$ cat src/rtl/piso_serializer.sv
// piso_serializer: valid/ready parallel-in, serial-out shifter with busy and per-word done.
// Define PISO_PARITY_EN to append an even-parity bit after the data bits of each word.
module piso_serializer #(
    parameter int   WIDTH      = 8,
    parameter bit   MSB_FIRST  = 1'b1,
    parameter logic IDLE_LEVEL = 1'b0
) (
    input  logic             clk,
    input  logic             rst,
    input  logic             load_valid,
    input  logic [WIDTH-1:0] load_data,
    output logic             load_ready,
    output logic             dout,
    output logic             dout_valid,
    output logic             busy,
    output logic             done
);
    localparam int CW = $clog2(WIDTH) + 1;
`ifdef PISO_PARITY_EN
    typedef enum logic [1:0] {IDLE, SHIFT, PARITY} state_t;
    logic par;
`else
    typedef enum logic {IDLE, SHIFT} state_t;
`endif
    state_t           state, state_nx;
    logic [WIDTH-1:0] sreg;
    logic [CW-1:0]    cnt;
    logic             accept, last_data, last;

    function automatic logic head(input logic [WIDTH-1:0] w);
        return MSB_FIRST ? w[WIDTH-1] : w[0];
    endfunction

    function automatic logic [WIDTH-1:0] advance(input logic [WIDTH-1:0] w);
        return MSB_FIRST ? w << 1 : w >> 1;
    endfunction

    // last is true while the word's final bit (data or parity) is on dout
    always_comb begin
        last_data = (state == SHIFT) && (cnt == CW'(WIDTH - 1));
`ifdef PISO_PARITY_EN
        last = (state == PARITY);
`else
        last = last_data;
`endif
        accept   = load_valid && load_ready;
        state_nx = accept ? SHIFT : last ? IDLE : state;
`ifdef PISO_PARITY_EN
        if (last_data) state_nx = PARITY;
`endif
    end

    assign load_ready = (state == IDLE) || last;
    assign busy       = (state != IDLE);
    assign done       = last;

    always_ff @(posedge clk) begin
        if (rst) state <= IDLE;
        else     state <= state_nx;
    end

    always_ff @(posedge clk) begin
        if (rst) begin
            sreg       <= '0;
            cnt        <= '0;
            dout       <= IDLE_LEVEL;
            dout_valid <= 1'b0;
`ifdef PISO_PARITY_EN
            par        <= 1'b0;
`endif
        end else if (accept) begin
            dout       <= head(load_data);
            sreg       <= advance(load_data);
            cnt        <= '0;
            dout_valid <= 1'b1;
`ifdef PISO_PARITY_EN
            par        <= ^load_data;
`endif
        end else if (state == SHIFT && !last_data) begin
            dout <= head(sreg);
            sreg <= advance(sreg);
            cnt  <= cnt + 1'b1;
`ifdef PISO_PARITY_EN
        end else if (last_data) begin
            dout <= par;
`endif
        end else if (last) begin
            dout       <= IDLE_LEVEL;
            dout_valid <= 1'b0;
        end
    end
endmodule
$ cat config.mk
export PLATFORM = sky130hd
export DESIGN_NAME = piso_serializer
export DESIGN_NICKNAME = d
export VERILOG_FILES = /design/src/rtl/piso_serializer.sv
export SDC_FILE = /design/constraint.sdc
export NUM_CORES = 1
export LEC_CHECK = 0
export CORE_UTILIZATION = 49
export CTS_CLUSTER_SIZE = 25
export DETAILED_ROUTE_END_ITERATION = 10
export PLACE_DENSITY = 0.8
export SKIP_LAST_GASP = 1
export SLEW_MARGIN = 25
export SYNTH_ARGS = -nofsm -noshare
export SYNTH_HDL_FRONTEND = slang
export SYNTH_SLANG_ARGS = --single-unit
$ cat constraint.sdc
create_clock -name clk -period 4 [get_ports clk]
set_input_delay 0.8 -clock clk [delete_from_list [all_inputs] [get_ports clk]]
set_output_delay 0.8 -clock clk [all_outputs]
set_load 0.02 [all_outputs]
# Word level (Yosys, flattened, before mapping)
# Cells that the tools add are included.
# totals
ff_bits	14
latch_bits	0
ram_bits	0
mem_bits_ro	0
inputBits	11
word_cells	27
memories	0
# classes
n_addsub	1
multipliers	0
div	0
magnitude_cmp	0
eq_ne	2
n_shift	0
mux	8
bitwise	1
n_reduce_logical	10
# op_table
operator	count
$mux W8	2
$mux W1	6
$add A4 B1 Y4 const B	1
$eq A4 B3 Y1 const B	1
$reduce_bool A2 Y1	2
$logic_and A1 B1 Y1	3
$reduce_bool A3 Y1	1
$ne A2 B2 Y1 const B	1
$reduce_and A2 Y1	1
$reduce_or A2 Y1	1
$logic_not A1 Y1	1
$logic_or A1 B1 Y1	1
$not A1 Y1	1

# Longest topological paths before layout
# Gate-level depths: netlist of the first run.
# depth
ltp_word	6
mapped_depth	5
depth_no_buf	4

# Worst setup path after synthesis of the first run
# Ideal clock, no wire load.
# synth_path
path_type	register to output
startpoint	register state (netlist: busy)
endpoint	output port done
arrival_ns	1.103
required_ns	3.200
slack_ns	2.097
stages_incl_launch_ff	5
path_buffers	2
cell_sequence	dfxtp_1 > buf_6 > inv_1 > buf_6 > nor2_1
# synth_via
elab_chain_len	1
# synth_rtl
element	line_no	rtl
start, declared	25	state_t state, state_nx;
start signal, assigned	59	else state <= state_nx;
$logic_and A1 B1 Y1	40	last_data = (state == SHIFT) && (cnt == CW'(WIDTH - 1));
end, declared	16	output logic done
# No other way between the ends.

# Worst setup path after layout of the first run
# layout_path
startpoint	register cnt[0]
endpoint	output port load_ready
# layout_via
elab_chain_len	3
# layout_rtl
element	line_no	rtl
start, declared	27	logic [CW-1:0] cnt;
start signal, assigned	82	cnt <= cnt + 1'b1;
$eq A4 B3 Y1	40	
$logic_and A1 B1 Y1	40	
$logic_or A1 B1 Y1	53	assign load_ready = (state == IDLE) || last;
end, declared	12	output logic load_ready,
# No other way between the ends.

==> results of run 1 <==
[cell type report]
cell class	count	area share
clock buffer	4	0.0335
multi-input combinational	47	0.411
sequential	13	0.332
tap	14	0.0224
timing repair buffer	15	0.192
inverter	2	0.00958
[worst register-to-register path: cells and delay by family, from the launching register on]
family / cells / cell delay, ns
and+or+nand+nor: 1 / 0.42
AOI/OAI and AO/OA: 1 / 0.14
buffers and inverters: 1 / 0.28
DFF: 1 / 0.57
[per-layer routing]
layer	GRT usage	part of all wire	wire [µm]	up-vias
met5	0	0	0	-
met4	0.107	0	0	0
met3	0.0523	0.031	40	0
met2	0.288	0.46	601	14
met1	0.330	0.51	670	252
li1	-	-	-	280
[metrics by stage]
step           hold slack, ns  setup slack (ns)  std cells  area [µm²]   util
4_1_cts                 0.528              1.17         95         783  0.677
6_report                0.521              1.18         95         783  0.677
2_1_floorplan           0.481              2.10         68         641      -
5_1_grt                 0.556              1.05         95         783  0.677
3_5_place_dp            0.517              1.49         91         757  0.655
3_3_place_gp            0.493              1.54         91         757  0.655
[power groups by stage]
stage / clock network (W) / registers (W) / logic, W
2_1_floorplan: 0 / 0.000146 / 0.0000297
3_3_place_gp: 0 / 0.000147 / 0.0000458
3_5_place_dp: 0 / 0.000147 / 0.0000459
4_1_cts: 0.0000845 / 0.000144 / 0.0000463
5_1_grt: 0.0000914 / 0.000145 / 0.0000507
6_report: 0.0000811 / 0.000144 / 0.0000462
[logic make-up after synthesis]
group                    synth area share
AND/OR/NAND/NOR                     0.188
AO/OA/AOI/OAI                       0.172
flip-flops                          0.406
buffers and inverters              0.0918
multiplexers                        0.109
XOR/XNOR                           0.0137
adder cells (fa/ha/maj)            0.0195
[Yosys cell counts]
master     n  area share
inv_1      2       0.012
buf_6      3       0.053
or2_2      1      0.0098
xor2_1     1       0.014
and3_1     1      0.0098
or3_1      1      0.0098
nor3_1     8       0.063
and3b_1    1       0.014
ha_1       1       0.020
buf_4      1       0.012
buf_2      2       0.016
nor2_1     3       0.018
nand3b_1   2       0.023
o211ai_1   2       0.023
a211oi_1   8       0.094
nand4b_1   1       0.014
dfxtp_1   13        0.41
mux2i_1    7        0.11
a31oi_1    1      0.0098
a32oi_1    1       0.014
a21oi_1    4       0.031
nand3_1    2       0.016
nand2_1    2       0.012
[flip-flops by register name (all words and copies together), names as in the netlist]
signal	flops
busy	1
dout	1
cnt	4
sreg	7
[how the worst max path moves through the flow]
stage | to | depth (start not counted)
finish | load_ready | 4
CTS | load_ready | 4
floorplan | done | 4
global placement | load_ready | 4
detailed placement | load_ready | 4
global route | load_ready | 4
==> results.cfg, run 1 <==
[detailed_routing]
drc = 0
routed_via_density = 5.75
ant_nets = 0
wirelength_um = 1310
wire_per_inst_um = 13.8
vias = 546
drtIter0Drc = 8
dr.pass1.iters = 4

[clock_network]
clock_path_buffers = 2
htree_levels = 1
clkSinkCount = 13
postCtsHoldBufs = 0
insertion_delay_ns = 0.27
cts_buffers = 3
clk_pin_slew_ns = 0.08
cts_resized = 0
cts_tree = done
postCtsSetupBuffers = 0
cts-root-buf = clkbuf_4

[setup_path]
r2r_end = cnt[0]
path_cells = ha_1 -> nand3b_1 -> nand2_1 -> clkdlybuf4s50_1
cp-end-kind = output port
crit_arrival_ns = 2.02
path_delay_family = buffers and inverters
worst_setup_path_start_kind = register
worstRegToRegCells = 3
crit_required_ns = 3.20
slowest_delay_ns = 0.67
reg2reg_slack_ns = 2.52
worst_path_max_delay_cell = clkdlybuf4s50_1
startpoint = cnt[0]
r2r-start = busy
crit_buf_inv = 1
path_class = register to output port
worst-path-max-fanout = 9

[timing]
layout_min_cycle_time_ns = 2.82
max_clock_freq_ghz = 0.354
hold_violations = 0
maxSlewHeadroom = 0.618
worst_pin_slew_ns = 0.571
setup_tns_ns = 0
finalMaxSlewViolations = 0
skew_ns = 0.00438
period_share = 0.705
rsz0062_at_grt = no
setup_viol = 0

[place]
routabilityCongestion = 0.711
dp_hpwl_um = 892
io_buffers = 15

[cells_and_area]
antennaDiodeCount = 0
layout-drive-gt1-share = 0.0494
mostFrequentLayoutCells = clkdlybuf4s50_1, dfxtp_1, nor3_1, a211oi_1, mux2i_1
multi_input_area_um2 = 322
final_common_cell = clkdlybuf4s50_1
fin_nets = 94
fillers = 83
seq_area_um2 = 260
syn_to_final_growth_pct = 22.3

[pwr]
swShare = 0.259
powerDensity_nw_per_um2 = 346
clockPowerShare = 0.299
seqPwrFrac = 0.531
power_leakage_nw = 0.305
p_int_w = 0.000201
total_power_w = 0.000271
switchingPower_w = 0.0000703
pwr-share-comb = 0.170
vdd_drop_max_mv = 0.250

[floorplanning]
die_w_um = 38.2
core-area_um2 = 1160
row_count = 12
die_y_um = 38.2
dieArea_um2 = 1460
io_pins = 16
start_util = 0.554

[worst_hold_path]
worstHoldStart = cnt[1]
min_path_cells = 2
min_to = cnt[1]
worstHoldPathType = register to register

[global_route]
first_global_vias = 483
grt_usage = 0.221
grt_max_degree = 14
grt_first_pass_wirelength_um = 2210
grt.overflow.total = 0
antenna_found_initial = 0

[outcome]
status = complete, no violations

[synth]
syn_area_um2 = 641
ys_seq_elements = 13
syn-instance-count = 68
syn_nets = 80
avgSynthCellArea_um2 = 9.42
yosys_warnings = 0
ys_seq_area_frac = 0.406
yosysUniqueCellTypes = 23

[flow_run]
maxCapViolations = 0
Note: power is estimated with default switching activity, not from simulation.
==> run 2, diff against run 1 <==
--- a/config.mk
+++ b/config.mk
@@ -5,10 +5,10 @@
 export SDC_FILE = /design/constraint.sdc
 export NUM_CORES = 1
 export LEC_CHECK = 0
-export CORE_UTILIZATION = 49
+export CORE_UTILIZATION = 46
 export CTS_CLUSTER_SIZE = 25
 export DETAILED_ROUTE_END_ITERATION = 10
-export PLACE_DENSITY = 0.8
+export PLACE_DENSITY = 0.75
 export SKIP_LAST_GASP = 1
 export SLEW_MARGIN = 25
 export SYNTH_ARGS = -nofsm -noshare
==> constraint.sdc (replaced) <==
create_clock -name clk -period 2.6 [get_ports clk]
set_input_delay 0.52 -clock clk [delete_from_list [all_inputs] [get_ports clk]]
set_output_delay 0.52 -clock clk [all_outputs]
set_load 0.02 [all_outputs]
==> run 2 against run 1 <==
  * Setup slack worse by 0.92 ns
  * Critical endpoint unchanged
  * Flip-flop and latch count did not move
  * Global-route usage down 1.6 points
  * Worst hold slack improved by 0.0092 ns
  * Via count is 2.4% higher
  * Largest power group unchanged
  * Combinational power is 60% higher
  * Largest cell class unchanged
  * Clock power grew 53%
  * Wire length decreased by 1.6%
  * Count of clock-buffer cells in the layout shrank 1
==> results.cfg, run 2 (synthesized netlist as in run 1, its figures left out) <==
[clock_network]
clkSinkCount = 13
postCtsHoldBufs = 0
cts_tree = done
insertion_delay_ns = 0.28
cts-root-buf = clkbuf_4
htree_levels = 1
clk_pin_slew_ns = 0.08
cts_buffers = 3
postCtsSetupBuffers = 0
clock_path_buffers = 2
cts_resized = 0

[floorplanning]
die_y_um = 39.3
io_pins = 16
start_util = 0.492
dieArea_um2 = 1550
die_w_um = 39.3
core-area_um2 = 1300
row_count = 13

[worst_hold_path]
worstHoldPathType = register to register
worstHoldStart = cnt[1]

[cells_and_area]
mostFrequentLayoutCells = clkdlybuf4s50_1, dfxtp_1, nor3_1, a211oi_1, mux2i_1
multi_input_area_um2 = 322
final_area_um2 = 801
antennaDiodeCount = 0
seq_area_um2 = 260
final_util = 0.615
fillers = 131
syn_to_final_growth_pct = 25.0
reg_top3 = sreg x7, cnt x4
largest_reg_flops = 7
fin_nets = 96
largest-register = sreg
final_common_cell = clkdlybuf4s50_1
layout-drive-gt1-share = 0.0843

[timing]
finalMaxSlewViolations = 0
setup_viol = 0
max_clock_freq_ghz = 0.427
worst_pin_slew_ns = 0.532
period_share = 0.901
rsz0062_at_grt = no
maxSlewHeadroom = 0.644
skew_ns = 0.00787
hold_violations = 0
layout_min_cycle_time_ns = 2.34
setup_tns_ns = 0

[flow_run]
maxCapViolations = 0

[pwr]
power_leakage_nw = 0.317
vdd_drop_max_mv = 0.314
powerDensity_nw_per_um2 = 524

[detailed_routing]
drtIter0Drc = 12
wire_per_inst_um = 13.2
ant_nets = 0
routed_via_density = 5.70
drc = 0
vias = 559
dr.pass1.iters = 4
wirelength_um = 1290

[setup_path]
path_delay_family = buffers and inverters
crit_required_ns = 2.08
crit_arrival_ns = 1.82
path_cells = ha_1 -> nand3b_1 -> nand2_1 -> clkdlybuf4s50_1
reg2reg_slack_ns = 1.15
worst_path_max_delay_cell = clkdlybuf4s50_1
cp-end-kind = output port
crit_buf_inv = 1
worst_setup_path_start_kind = register
startpoint = cnt[0]
slowest_delay_ns = 0.61
r2r-start = busy
path_class = register to output port
worst-path-max-fanout = 5

[global_route]
grt.overflow.total = 0
grt_usage = 0.205
grt_max_degree = 14
first_global_vias = 460
antenna_found_initial = 0
grt_first_pass_wirelength_um = 2060

[place]
placed_area_um2 = 773
dp_hpwl_um = 872
io_buffers = 15
routabilityCongestion = 0.709

[outcome]
status = complete, no violations
[run 2: worst min-delay path: cells and delay by family (launching register included)]
family / cells / cell delay, ns
DFF: 1 / 0.33
AOI/OAI and AO/OA: 2 / 0.16
[run 2: where the power goes]
| group | total (W) | internal, W | switching [W] |
|---|---|---|---|
| Clock | 0.000124 | 0.0000570 | 0.0000671 |
| Sequential | 0.000222 | 0.000212 | 0.0000101 |
| Combinational | 0.0000738 | 0.0000407 | 0.0000331 |
| Total | 0.000420 | 0.000310 | 0.000110 |
[run 2: final timing paths]
path | endpoint | depth (start not counted)
worst max-delay path | load_ready | 4
worst min-delay path | cnt[1] | 2
worst max register to register | cnt[0] | 4
worst min register to register | cnt[1] | 2
[run 2: through the flow]
step | hold WS, ns | cells | power, W | setup slack [ns]
finish | 0.531 | 98 | 0.000420 | 0.257
global route | 0.554 | 98 | 0.000440 | 0.123
CTS | 0.526 | 98 | 0.000427 | 0.233
detailed placement | 0.516 | 94 | 0.000300 | 0.542
global placement | 0.502 | 94 | 0.000299 | 0.560
floorplan | 0.481 | 68 | 0.000271 | 0.977
[run 2: final cells by class]
type,count,share of cell area
multi-input cells,47,0.402
flip-flops and latches,13,0.325
repair buffers,17,0.206
clock buffers,3,0.0281
well taps,15,0.0234
inverters,2,0.00938
clock inverters,1,0.00625
[run 2: routing by layer]
| metal | routed length [µm] | global-route usage | part of all wire |
|---|---|---|---|
| met5 | 0 | 0 | 0 |
| met4 | 14 | 0.129 | 0.011 |
| met3 | 37 | 0.0511 | 0.029 |
| met2 | 605 | 0.300 | 0.47 |
| met1 | 632 | 0.264 | 0.49 |
